`config.mk`:
```
export PLATFORM = sky130hd
export DESIGN_NAME = cdb_arbiter
export DESIGN_NICKNAME = d
export VERILOG_FILES = /design/src/rtl/cdb_arbiter.sv
export SDC_FILE = /design/constraint.sdc
export NUM_CORES = 1
export LEC_CHECK = 0
export ABC_AREA = 1
export CELL_PAD_IN_SITES_DETAIL_PLACEMENT = 0
export CELL_PAD_IN_SITES_GLOBAL_PLACEMENT = 1
export CORE_UTILIZATION = 21
export CTS_BUF_LIST = sky130_fd_sc_hd__clkbuf_16
export DETAILED_ROUTE_END_ITERATION = 10
export PLACE_DENSITY_LB_ADDON = 0.1
export SLEW_MARGIN = 15
export SYNTH_ARGS = -nofsm -noshare
export SYNTH_HDL_FRONTEND = slang
export SYNTH_SLANG_ARGS = --single-unit
```
`constraint.sdc`:
```
create_clock -name clk -period 2 [get_ports clk]
set_clock_uncertainty 0.2 [all_clocks]
set_input_delay 0.2 -clock clk [delete_from_list [all_inputs] [get_ports clk]]
set_output_delay 0.2 -clock clk [all_outputs]
set_load 0.005 [all_outputs]
```
`src/rtl/cdb_arbiter.sv`:
```
// rtl/cdb_arbiter.sv - round-robin common data bus arbiter (optional perf counters via CDB_PERF_EN)
module cdb_arbiter #(
  parameter int N_REQ  = 3,
  parameter int TAG_W  = 4,
  parameter int DATA_W = 32,
  parameter int CNT_W  = 16
) (
  input  logic                      clk,
  input  logic                      rst,
  input  logic                      flush,
  input  logic [N_REQ-1:0]          req_valid,
  input  logic [N_REQ*TAG_W-1:0]    req_tag,
  input  logic [N_REQ*DATA_W-1:0]   req_value,
  output logic [N_REQ-1:0]          req_ready,
  output logic                      cdb_valid,
  output logic [TAG_W-1:0]          cdb_tag,
  output logic [DATA_W-1:0]         cdb_value
`ifdef CDB_PERF_EN
  ,
  output logic [N_REQ*CNT_W-1:0]    stall_cnt
`endif
);

  localparam int PTR_W = $clog2(N_REQ);

  logic [PTR_W-1:0]  rr_ptr_q, rr_ptr_d;
  logic [PTR_W-1:0]  winner;
  logic [PTR_W:0]    probe;
  logic              grant_any;
  logic [N_REQ-1:0]  grant;
  logic [TAG_W-1:0]  win_tag;
  logic [DATA_W-1:0] win_value;

  logic              cdb_valid_q, cdb_valid_d;
  logic [TAG_W-1:0]  cdb_tag_q, cdb_tag_d;
  logic [DATA_W-1:0] cdb_value_q, cdb_value_d;

  // Round-robin search starting at rr_ptr; reset and flush both suppress any grant.
  always_comb begin
    grant     = '0;
    grant_any = 1'b0;
    winner    = '0;
    probe     = '0;
    if (rst && !flush) begin
      for (int k = 0; k < N_REQ; k++) begin
        probe = {1'b0, rr_ptr_q} + (PTR_W+1)'(k);
        if (probe >= (PTR_W+1)'(N_REQ)) probe = probe - (PTR_W+1)'(N_REQ);
        if (!grant_any && req_valid[probe[PTR_W-1:0]]) begin
          grant_any = 1'b1;
          winner    = probe[PTR_W-1:0];
        end
      end
      if (grant_any) grant[winner] = 1'b1;
    end
  end

  assign req_ready = grant;

  // Select the granted source's tag and value from the packed request buses.
  always_comb begin
    win_tag   = '0;
    win_value = '0;
    for (int i = 0; i < N_REQ; i++) begin
      if (grant[i]) begin
        win_tag   = req_tag[i*TAG_W +: TAG_W];
        win_value = req_value[i*DATA_W +: DATA_W];
      end
    end
  end

  // Next pointer and broadcast; tag 0 is consumed but never broadcast, payload holds when idle.
  always_comb begin
    rr_ptr_d    = rr_ptr_q;
    cdb_tag_d   = cdb_tag_q;
    cdb_value_d = cdb_value_q;
    cdb_valid_d = grant_any && (win_tag != '0);
    if (grant_any) begin
      rr_ptr_d    = (winner == PTR_W'(N_REQ-1)) ? '0 : winner + PTR_W'(1);
      cdb_tag_d   = win_tag;
      cdb_value_d = win_value;
    end
  end

  // State register; reset has priority over flush and discards any in-flight grant.
  always_ff @(posedge clk) begin
    if (!rst) begin
      rr_ptr_q    <= '0;
      cdb_valid_q <= 1'b0;
      cdb_tag_q   <= '0;
      cdb_value_q <= '0;
    end else begin
      rr_ptr_q    <= rr_ptr_d;
      cdb_valid_q <= cdb_valid_d;
      cdb_tag_q   <= cdb_tag_d;
      cdb_value_q <= cdb_value_d;
    end
  end

  assign cdb_valid = cdb_valid_q;
  assign cdb_tag   = cdb_tag_q;
  assign cdb_value = cdb_value_q;

`ifdef CDB_PERF_EN
  logic [CNT_W-1:0] stall_q [N_REQ];

  for (genvar g = 0; g < N_REQ; g++) begin : g_perf
    // Saturating count of cycles this source waited while the bus was not flushed.
    always_ff @(posedge clk) begin
      if (!rst) begin
        stall_q[g] <= '0;
      end else if (req_valid[g] && !grant[g] && !flush && (stall_q[g] != '1)) begin
        stall_q[g] <= stall_q[g] + CNT_W'(1);
      end
    end
    assign stall_cnt[g*CNT_W +: CNT_W] = stall_q[g];
  end
`endif

endmodule

```
# After elaboration in Yosys (flattened, before gate mapping)
# Index checks and enable logic that the tools add are counted.
# op_classes
addsub	6
mul	0
n_div	0
magnitude_cmp	8
n_eq_ne	1
n_shift	0
muxes	35
n_bitwise	0
reduce_logical	9
# op_table
cell	count
32-bit two-way mux	3
2-bit two-way mux	12
2-bit by 3-bit < comparator with 1-bit output (second input constant)	4
4-bit two-way mux	3
1-bit two-way mux	11
1-bit binary-select mux with 2-bit select	3
3-bit by 2-bit greater-or-equal comparator with 1-bit output (second input constant)	2
3-bit two-way mux	2
2-bit subtractor (second input constant)	3
1-bit logical AND	5
4-bit nonzero test	1
2-bit by 1-bit adder with 3-bit output (second input constant)	1
2-bit by 2-bit adder with 3-bit output (second input constant)	1
1-bit zero test	3
2-bit by 1-bit adder with 2-bit output (second input constant)	1
1-bit demux with 2-bit select	1
2-bit == test (second input constant)	1
2-bit by 1-bit greater-or-equal comparator with 1-bit output (second input constant)	1
2-bit greater-or-equal comparator (second input constant)	1
# totals
regBits	39
latchBits	0
ram_bits	0
romBits	0
input_bits	114
out_inout_bits	40
n_memories	0

# Depth between registers and ports, before layout
# Gate-level depths: netlist of the first run.
# logic_depth
depth_word	26
ltp_mapped	15
mapped_depth_nobuf	14

# Worst setup path before layout of the first run
# Ideal clock, no wire load.
# synth_timing
path_type	register to output
start	register rr_ptr_q[0]
end	output port req_ready[0]
arrival_ns	1.798
t_required_ns	1.600
slack_ns	-0.198
stages_incl_launch_ff	14
path_buffers	2
cell_sequence	dfxtp_1 inv_1 ha_1 buf_6 inv_2 nand2_1 nand3_1 nand2_1 nand3_1 nor2_2 inv_2 nand2_4 nor3_4 buf_8
# synth_between
elab_chain_cells	21
word_cells_on_any_way	41
# synth_lines
element	line	text
start, declared	26	logic [PTR_W-1:0] rr_ptr_q, rr_ptr_d;
start signal, assigned	92	rr_ptr_q <= rr_ptr_d;
branches (longest 19 deep; another with 2-bit by 1-bit adder with 3-bit output)	-	
3-bit two-way mux *	53	if (grant_any) grant[winner] = 1'b1;
3-bit two-way mux *	44	if (rst && !flush) begin
end, declared	14	output logic [N_REQ-1:0] req_ready,
# Mark *: on every way between the ends. The select of a mux whose other input is x is not followed.

# Worst setup path in the final report of the first run
# Ends and elaborated chain as after synthesis.

==> out/qor.yml, run 1 <==
status:
  status: "finished, violations left"
  violations: "setup timing"
cells_and_area:
  nets: 621
  area_growth_pct: 114
  diodes: 0
  instances_no_fill: 640
  num-fill-cells: 1078
  drive_gt1_share_pct: 25.6
power:
  cellPowerDensity_mw_per_mm2: 721
  irDropWorstVdd_v: 0.000340
  switching_power_w: 0.000999
  leakage_nw: 1.91
  pwr-share-seq_pct: 30.4
  netSwitchingFraction_pct: 29.1
  intPower_w: 0.00243
  finalPower_w: 0.00343
  p_clk_share_pct: 26.6
  combPwrFrac_pct: 43.0
placed_design:
  portBuffers: 153
  dpl.hpwl_um: 6660
  place_congestion: 0.785
  dp_cells: 606
sta:
  rsz0062_at_grt: "true"
  slew_viol_final: 0
  finalCritPeriodShare_pct: 113
  tightest_slew_ns: 0.423
  max_clock_freq_mhz: 441
  slew_headroom_pct: 71.8
  holdWs_ns: 0.287
  worst_slack_ns: -0.268
  finalSetupTns_ns: -7.92
  setup_viol: 42
  hold_viol: 0
  min_period_ns: 2.27
die:
  fp.dieH_um: 105
  dieArea_mm2: 0.0110
  row_count: 37
  core_area_mm2: 0.0103
  initial_core_util_pct: 21.6
  io_pins: 154
  die_w_um: 105
synthesis:
  syn_nets: 427
  avgSynthCellArea_um2: 7.20
  synth_cell_types: 28
  syn_area_mm2: 0.00222
  netlist_instances: 309
  ys_ff_latch: 39
  yosysSeqAreaShare_pct: 35.1
  synth_top_area_share_pct: 35.1
  synth.area.top_cells: "dfxtp_1 (35%), nand2_1 (19%), nand3_1 (12%), nand4_1 (10%), buf_6 (3.0%)"
  yosysWarnings: 0
  synth_top_cell_by_area: "dfxtp_1"
setup_path:
  crit_fanout: 5
  critPathArrivalTime_ns: 1.87
  endpoint_kind: "output pin"
  r2r_cells: 13
  cp-start-kind: "flop"
  worst_ep_required_time_ns: 1.60
  critPathKind: "flop to output pin"
routing:
  antenna_left: 0
  routed_wl_um: 9810
  vias: 2817
  wl_per_cell_um: 15.3
  via_per_inst: 4.40
  route.detailed.drc: 0
  drt_first_iter_violations: 115
  first_pass_iters: 4
global_route:
  grt_pass1_wl_um: 15200
  grt_overflow_total: 0
  grt_max_degree: 37
  grt_usage_pct: 18.0
  grt_pass1_vias: 2897
  antenna_found_initial: 0
job:
  drv_cap: 0
clock_tree:
  insertion_delay_ns: 0.28
  cts_tree: "yes"
  clk_pin_slew_ns: 0.06
  htree_levels: 2
  max-clock-path-buffers: 2
  holdBufCountCts: 0
  cts_made_buffers: 5
  clkSinkCount: 39
  clockRootBuffer: "clkbuf_16"
min_path:
  hold_path_class: "input port to flop"
  whs_path_depth: 3
logic make-up after synthesis:
group / count (synthesis) / share of synthesized area, %
flops: 39 / 35.1
compound gates: 7 / 3.15
simple gates: 227 / 50.4
buf+inv: 32 / 9.11
fa+ha+maj: 4 / 2.25
path summary, 6_finish.rpt:
path	slack [ns]	to	startpoint
setup reg to reg	-0.24	cdb_value[23]$_SDFFE_PN0P_	rr_ptr_q[0]$_SDFFE_PN0P_
hold reg to reg	0.30	cdb_value[28]$_SDFFE_PN0P_	cdb_value[28]$_SDFFE_PN0P_
setup / recovery	-0.27	req_ready[0]	rr_ptr_q[0]$_SDFFE_PN0P_
hold / removal	0.29	cdb_value[2]$_SDFFE_PN0P_	req_value[66]
power by group through the flow:
stage,Sequential [W],Clock [W],Combinational (W)
2_1_floorplan,0.00107,0,0.000472
3_5_place_dp,0.00106,0,0.00122
5_1_grt,0.00106,0.000981,0.00158
3_3_place_gp,0.00105,0,0.00122
6_report,0.00104,0.000913,0.00147
4_1_cts,0.00104,0.000945,0.00144
layout make-up:
type	count	area, um2	area share (%)
Clock buffer	5	125	2.63
Clock inverter	3	38.8	0.816
Multi-Input combinational cell	238	1420	29.8
Sequential cell	39	788	16.6
Tap cell	136	170	3.58
Timing Repair Buffer	205	2150	45.3
Inverter	14	60.1	1.26
Yosys cell counts:
master,number
a21oi_1,2
a21oi_4,1
a31oi_4,1
buf_2,3
buf_4,4
buf_6,6
buf_8,1
clkbuf_1,2
clkbuf_4,2
dfxtp_1,39
ha_1,4
inv_1,11
inv_2,3
nand2_1,113
nand2_2,6
nand2_4,3
nand3_1,52
nand3_2,3
nand4_1,36
nand4_4,1
nor2_1,8
nor2_2,1
nor2_4,1
nor2_8,1
nor3_1,1
nor3_4,1
o21ai_1,1
o21ai_2,2
routing by layer:
layer | up-vias | wire length (um) | part of all wire [%] | track usage, %
met5 | - | 0 | 0 | 0
met4 | 0 | 171 | 1.7 | 5.73
met3 | 10 | 391 | 4.0 | 2.87
met2 | 81 | 5200 | 53 | 34.6
met1 | 1292 | 4040 | 41 | 20.0
li1 | 1434 | - | - | -
stage by stage:
| stage | instance area, um2 | utilization [%] | setup slack [ns] |
|---|---|---|---|
| global placement | 4010 | 39.0 | -0.479 |
| CTS | 4640 | 45.1 | -0.268 |
| floorplan | 2260 | - | -0.0820 |
| detailed placement | 4010 | 39.0 | -0.465 |
| global route | 4750 | 46.3 | -0.343 |
| finish | 4750 | 46.3 | -0.268 |
state kept, by name (all words and copies together), names as in the netlist:
register and flops:
rr_ptr_q 2, cdb_valid 1, cdb_value 32, cdb_tag 4
worst max-delay path: stages, from the launching register on:
cell and delay (ns):
dfxtp_4 0.35, buf_4 0.14, ha_4 0.18, o21ai_2 0.18, nand2_4 0.09, buf_6 0.13, nand4_4 0.10, nand2_4 0.07
nor3_4 0.21, buf_2 0.15
cell usage in the layout, fill, tap and decap left out, drive strengths merged:
master and n:
clkdlybuf4s50 150, nand2 122, nand3 55, buf 53, dfxtp 39, nand4 37
inv 14, nor2 11, clkbuf 6, ha 4, o21ai 3, a21oi 3
nor3 2, clkinv 2, a31oi 1, bufinv 1, bufbuf 1
what timing repair did:
action / 4_1_cts / 5_1_grt
gates cloned: 4 / 1
endpoints found under the setup margin: 42 / 42
resized for setup: 77 / 24
pin swaps: 16 / 18
setup buffers: 19 / 3
(Power assumes the default switching activity.)
==> inputs of run 2 (changes only) <==
CELL_PAD_IN_SITES_GLOBAL_PLACEMENT = 2   (was 1)
CORE_MARGIN = 2   (was default)
CORE_UTILIZATION = 15   (was 21)
==> out/qor.yml, run 2 (synthesis results as in run 1) <==
setup_path:
  cp-start-kind: "flop"  # unchanged
  cp.buffers_inverters: 4  # was 3
  slowest_delay_ns: 0.36  # was 0.35 ns
  crit_fanout: 7  # was 5
  crit_top_cell: "buf_6"  # was nand2_4
  crit_slowest_cell: "dfxtp_4"  # unchanged
  critPathTopFamily: "buffers and inverters"  # was simple AND/OR/NAND/NOR gates
  worst_ep_required_time_ns: 1.60  # about the same
  critPathArrivalTime_ns: 1.89  # was 1.87 ns
  crit_chain: "inv_4 -> ha_4 -> buf_6 -> o21ai_2 -> nand2_2 -> buf_6 -> nand4_4 -> nand2_4 -> nor3_4 -> buf_2"  # was buf_4 -> ha_4 -> o21ai_2 -> nand2_4 -> buf_6 -> nand4_4 -> nand2_4 -> nor3_4 -> buf_2
  critPathKind: "flop to output pin"  # unchanged
  endpoint_kind: "output pin"  # unchanged
clock_tree:
  cts_tree: "yes"  # unchanged
  max-clock-path-buffers: 2  # unchanged
  clkSinkCount: 39  # unchanged
  clockRootBuffer: "clkbuf_16"  # unchanged
  cts_made_buffers: 5  # unchanged
  clk_pin_slew_ns: 0.06  # about the same
  insertion_delay_ns: 0.29  # was 0.28 ns
  htree_levels: 2  # unchanged
routing:
  drt_first_iter_violations: 86  # was 115
  dr_wl_met3_um: 577  # was 391 um
  wl_per_cell_um: 15.5  # was 15.3 um
  wl_met2_um: 5110  # was 5200 um
  top_layer_used: "met4"  # unchanged
  route.detailed.drc: 0  # unchanged
  vias: 2770  # was 2817
  first_pass_iters: 4  # unchanged
  antenna_left: 0  # unchanged
  wl_met1_um: 4670  # was 4040 um
  via_per_inst: 4.11  # was 4.40
  routed_wl_um: 10500  # was 9810 um
cells_and_area:
  final_cell_mix: "clkdlybuf4s50_1 (149), nand2_1 (110), nand3_1 (49), dfxtp_1 (37), nand4_1 (36)"  # was clkdlybuf4s50_1 (150), nand2_1 (89), nand3_1 (50), dfxtp_1 (37), nand4_1 (36)
  drive_gt1_share_pct: 18.4  # was 25.6%
  nets: 607  # was 621
  largest_register_ffs: 32  # unchanged
  final_common_cell: "clkdlybuf4s50_1"  # unchanged
  area_growth_pct: 102  # was 114%
  fin_area_mm2: 0.00449  # was 0.00475 mm2
  diodes: 0  # unchanged
  instances_no_fill: 674  # was 640
placed_design:
  pre_cts_slack_ns: -0.468  # was -0.465 ns
  portBuffers: 153  # unchanged
  dpl.hpwl_um: 7330  # was 6660 um
  dp_cells: 654  # was 606
  placed_area_mm2: 0.00409  # was 0.00401 mm2
  place_congestion: 0.727  # was 0.785
power:
  leakage_nw: 1.74  # was 1.91 nW
  finalPower_w: 0.00323  # was 0.00343 W
  irDropWorstVdd_v: 0.000280  # was 0.000340 V
  cellPowerDensity_mw_per_mm2: 720  # was 721 mW/mm2
die:
  row_count: 44  # was 37
  initial_core_util_pct: 15.3  # was 21.6%
  core_area_mm2: 0.0145  # was 0.0103 mm2
  dieArea_mm2: 0.0158  # was 0.0110 mm2
  fp.dieH_um: 126  # was 105 um
  die_w_um: 126  # was 105 um
  io_pins: 154  # unchanged
status:
  status: "finished, violations left"  # unchanged
  violations: "setup timing"  # unchanged
global_route:
  grt_usage_pct: 12.9  # was 18.0%
  grt_pass1_wl_um: 15800  # was 15200 um
  grt_overflow_total: 0  # unchanged
  grt_pass1_vias: 2836  # was 2897
  antenna_found_initial: 0  # unchanged
  grt_max_degree: 37  # unchanged
sta:
  finalCritPeriodShare_pct: 115  # was 113%
  max_clock_freq_mhz: 436  # was 441 MHz
  rsz0062_at_grt: "true"  # unchanged
  min_period_ns: 2.29  # was 2.27 ns
  slew_headroom_pct: 66.9  # was 71.8%
  tightest_slew_ns: 0.496  # was 0.423 ns
  worst_slack_ns: -0.294  # was -0.268 ns
  setup_viol: 42  # unchanged
  hold_viol: 0  # unchanged
  slew_viol_final: 0  # unchanged
min_path:
  hold_path_class: "input port to flop"  # unchanged
job:
  drv_cap: 0  # unchanged
[run 2: cell count changes in the layout (fill, tap and decap cells not counted), moves of 4 or more]
cell	before	now
nand2_1	89	110
nand2_2	25	9
buf_6	14	7
buf_4	27	22
nand2_4	8	3
inv_1	5	9
[run 2: final cells by class]
class / instances / area (um2)
fillers: 1604 / 10000
repair buffers: 191 / 1950
multi-input cells: 238 / 1330
flip-flops and latches: 39 / 786
well taps: 184 / 230
clock buffers: 5 / 125
inverters: 14 / 57.6
clock inverters: 3 / 16.3
[run 2: worst min-delay path: cells and delay by family]
family,cells,cell delay [ns]
buffers and inverters,1,0.39
AND/OR/NAND/NOR,2,0.12
[run 2: final timing paths]
path / start / end / slack (ns) / cells after the start
setup / recovery: rr_ptr_q[0]$_SDFFE_PN0P_ / req_ready[0] / -0.29 / 10
hold / removal: req_value[12] / cdb_value[12]$_SDFFE_PN0P_ / 0.27 / 3
setup reg to reg: rr_ptr_q[0]$_SDFFE_PN0P_ / cdb_value[31]$_SDFFE_PN0P_ / -0.25 / 16
hold reg to reg: cdb_value[26]$_SDFFE_PN0P_ / cdb_value[26]$_SDFFE_PN0P_ / 0.31 / 2
[run 2: what timing repair did]
| action | 4_1_cts | 5_1_grt |
|---|---|---|
| resized for setup | 34 | 11 |
| pin swaps | 10 | 6 |
| hold buffers | 1 | 0 |
| cloned | 1 | 2 |
| endpoints found under the hold margin | 2 | 0 |
| buffers inserted | 6 | 2 |
| setup endpoints to repair | 42 | 42 |
[run 2: stage by stage]
step | util [%] | TNS (ns) | hold WS (ns)
2_1_floorplan | - | -1.33 | 0.110
5_1_grt | 30.9 | -15.00 | 0.292
4_1_cts | 30.2 | -10.25 | 0.262
3_3_place_gp | 28.1 | -16.24 | 0.260
6_report | 30.9 | -8.56 | 0.271
3_5_place_dp | 28.1 | -17.17 | 0.260
[run 2: where the power goes]
group          total [W]  internal, W  switching, W  leakage (nW)
sequential       0.00104     0.000954     0.0000890         0.324
clock           0.000825     0.000457      0.000368        0.0710
combinational    0.00136     0.000813      0.000549          1.35
total            0.00323      0.00222       0.00101          1.74
[run 2: layer usage]
layer,GRT usage [%],vias to the layer above
met5,0,-
met4,3.68,0
met3,3.27,7
met2,22.2,87
met1,16.0,1269
li1,-,1407
==> variant, RTL diff (settings of run 2) <==
`TAG_W`: 4 -> 3.
--- a/src/rtl/cdb_arbiter.sv
+++ b/src/rtl/cdb_arbiter.sv
@@ -3,3 +3,3 @@
   parameter int N_REQ  = 3,
-  parameter int TAG_W  = 4,
+  parameter int TAG_W  = 3,
   parameter int DATA_W = 32,
Interface: changed (resized cdb_tag and req_tag); port bits go from 154 to 150. The function was not compared with the original's and may differ.
==> variant against run 2 <==
The flow still finishes with violations (negative setup slack). Setup slack improved by 24 ps. Core utilization decreased by 0.29 points. Synthesized area decreased by 0.73%. Final area decreased by 1.3%. Routed wire length decreased by 4.0%. Sequential cell count decreased by 1. Count of clock-buffer cells in the layout unchanged. Power decreased by 3.5%. Largest cell class unchanged.
==> variant: results (changes against run 2) <==
drt:
  wl_per_cell_um: 14.42  # was 15.55 um
  wl_met3_um: 597  # was 577 um
  drt_first_pass_iters: 4  # unchanged
  wl_met2_um: 5210  # was 5106 um
  first_iter_violations: 85  # was 86
  wl_met1_um: 4113  # was 4665 um
  dr_total_vias: 2819  # was 2770
run_status:
  violations: "negative setup slack"  # unchanged
  status: "finished with violations"  # unchanged
global_routing:
  grt_util_met2_pct: 23.02  # was 22.19%
  grt_pass1_wl_um: 15250  # was 15770 um
  met1_usage_pct: 13.72  # was 15.99%
  grtUsageTotal_pct: 12.44  # was 12.90%
  grt_pass1_vias: 2901  # was 2836
  gr-usage-met3_pct: 3.894  # was 3.271%
  grt_max_degree: 36  # was 37
sta:
  setup_slack_ps: -270.1  # was -293.6 ps
  setup_viol: 41  # was 42
  worstMarginPinSlew_ps: 452.2  # was 496.3 ps
placed_design:
  dp_hpwl_um: 7403  # was 7329 um
  placed_cell_area_mm2: 0.004058  # was 0.004085 mm2
  gp_congestion: 0.7263  # was 0.7270
  io_buffers: 149  # was 153
worst_setup_path:
  reg2reg_depth: 14  # was 16
  r2r-end: "cdb_valid$_SDFF_PN0_"  # was cdb_value[31]$_SDFFE_PN0P_
  critPathArrivalTime_ps: 1870  # was 1890 ps
  r2r-start: "rr_ptr_q[0]$_SDFFE_PN0P_"  # unchanged
  worstPathMaxFanout: 5  # was 7
  crit_family: "simple AND/OR/NAND/NOR gates"  # was buffers and inverters
worst_hold_path:
  min_path_type: "reg2reg"  # was in2reg
  hold_depth: 2  # was 3
  min_from: "cdb_tag[0]$_SDFFE_PN0P_"  # was req_value[12]
  min_to: "cdb_tag[0]$_SDFFE_PN0P_"  # was cdb_value[12]$_SDFFE_PN0P_
cts:
  post-cts-setup-buffer-count: 9  # was 6
  cts_resized: 50  # was 34
synthesis:
  seq_area_frac_synth_pct: 34.45  # was 35.10%
  ys_types: 24  # was 28
  netlist_top_cells_count: "nand2_1, nand3_1, dfxtp_1"  # unchanged
  synth.net_count: 453  # was 427
finish:
  nets: 628  # was 607
  drive_gt1_share_pct: 19.07  # was 18.37%
  num_antenna_cells: 0  # unchanged
pwr:
  p_leak_nw: 1.826  # was 1.744 nW
  irDropWorstVdd_uv: 264.4  # was 279.9 uV
  power.internal_mw: 2.144  # was 2.224 mW
  seq_power_share_pct: 32.6  # was 32.3%
  pg_comb_mw: 1.32  # was 1.36 mW
==> variant: layout make-up <==
type                       instances  area [um2]
inverter                          26       107.6
tap                              184       230.2
timing repair buffer             184        1832
sequential                        38       768.2
multi-input combinational        258        1354
fill                            1630       10050
clock inverter                     3       12.51
clock buffer                       5       125.1
==> variant: per-stage QoR <==
step / setup TNS [ps] / setup WS (ps) / instances / util (%) / hold WS, ps
global placement: -14770 / -455.2 / 679 / 28.02 / 277.9
detailed placement: -14490 / -457.0 / 679 / 28.02 / 280.3
global route: -12850 / -391.4 / 698 / 30.59 / 301.9
CTS: -9909 / -312.2 / 695 / 30.22 / 282.2
finish: -6695 / -270.1 / 698 / 30.59 / 279.4
floorplan: -1315 / -94.74 / 338 / - / 115.7
==> variant: cells by family (layout without fill, tap and decap cells) <==
family,count (synthesis),count (layout),share of synthesized area [%]
AOI/OAI and AO/OA,20,20,5.212
adders and majority gates,4,4,2.266
buffers and inverters,43,218,9.858
DFF,38,38,34.45
and+or+nand+nor,233,234,48.22
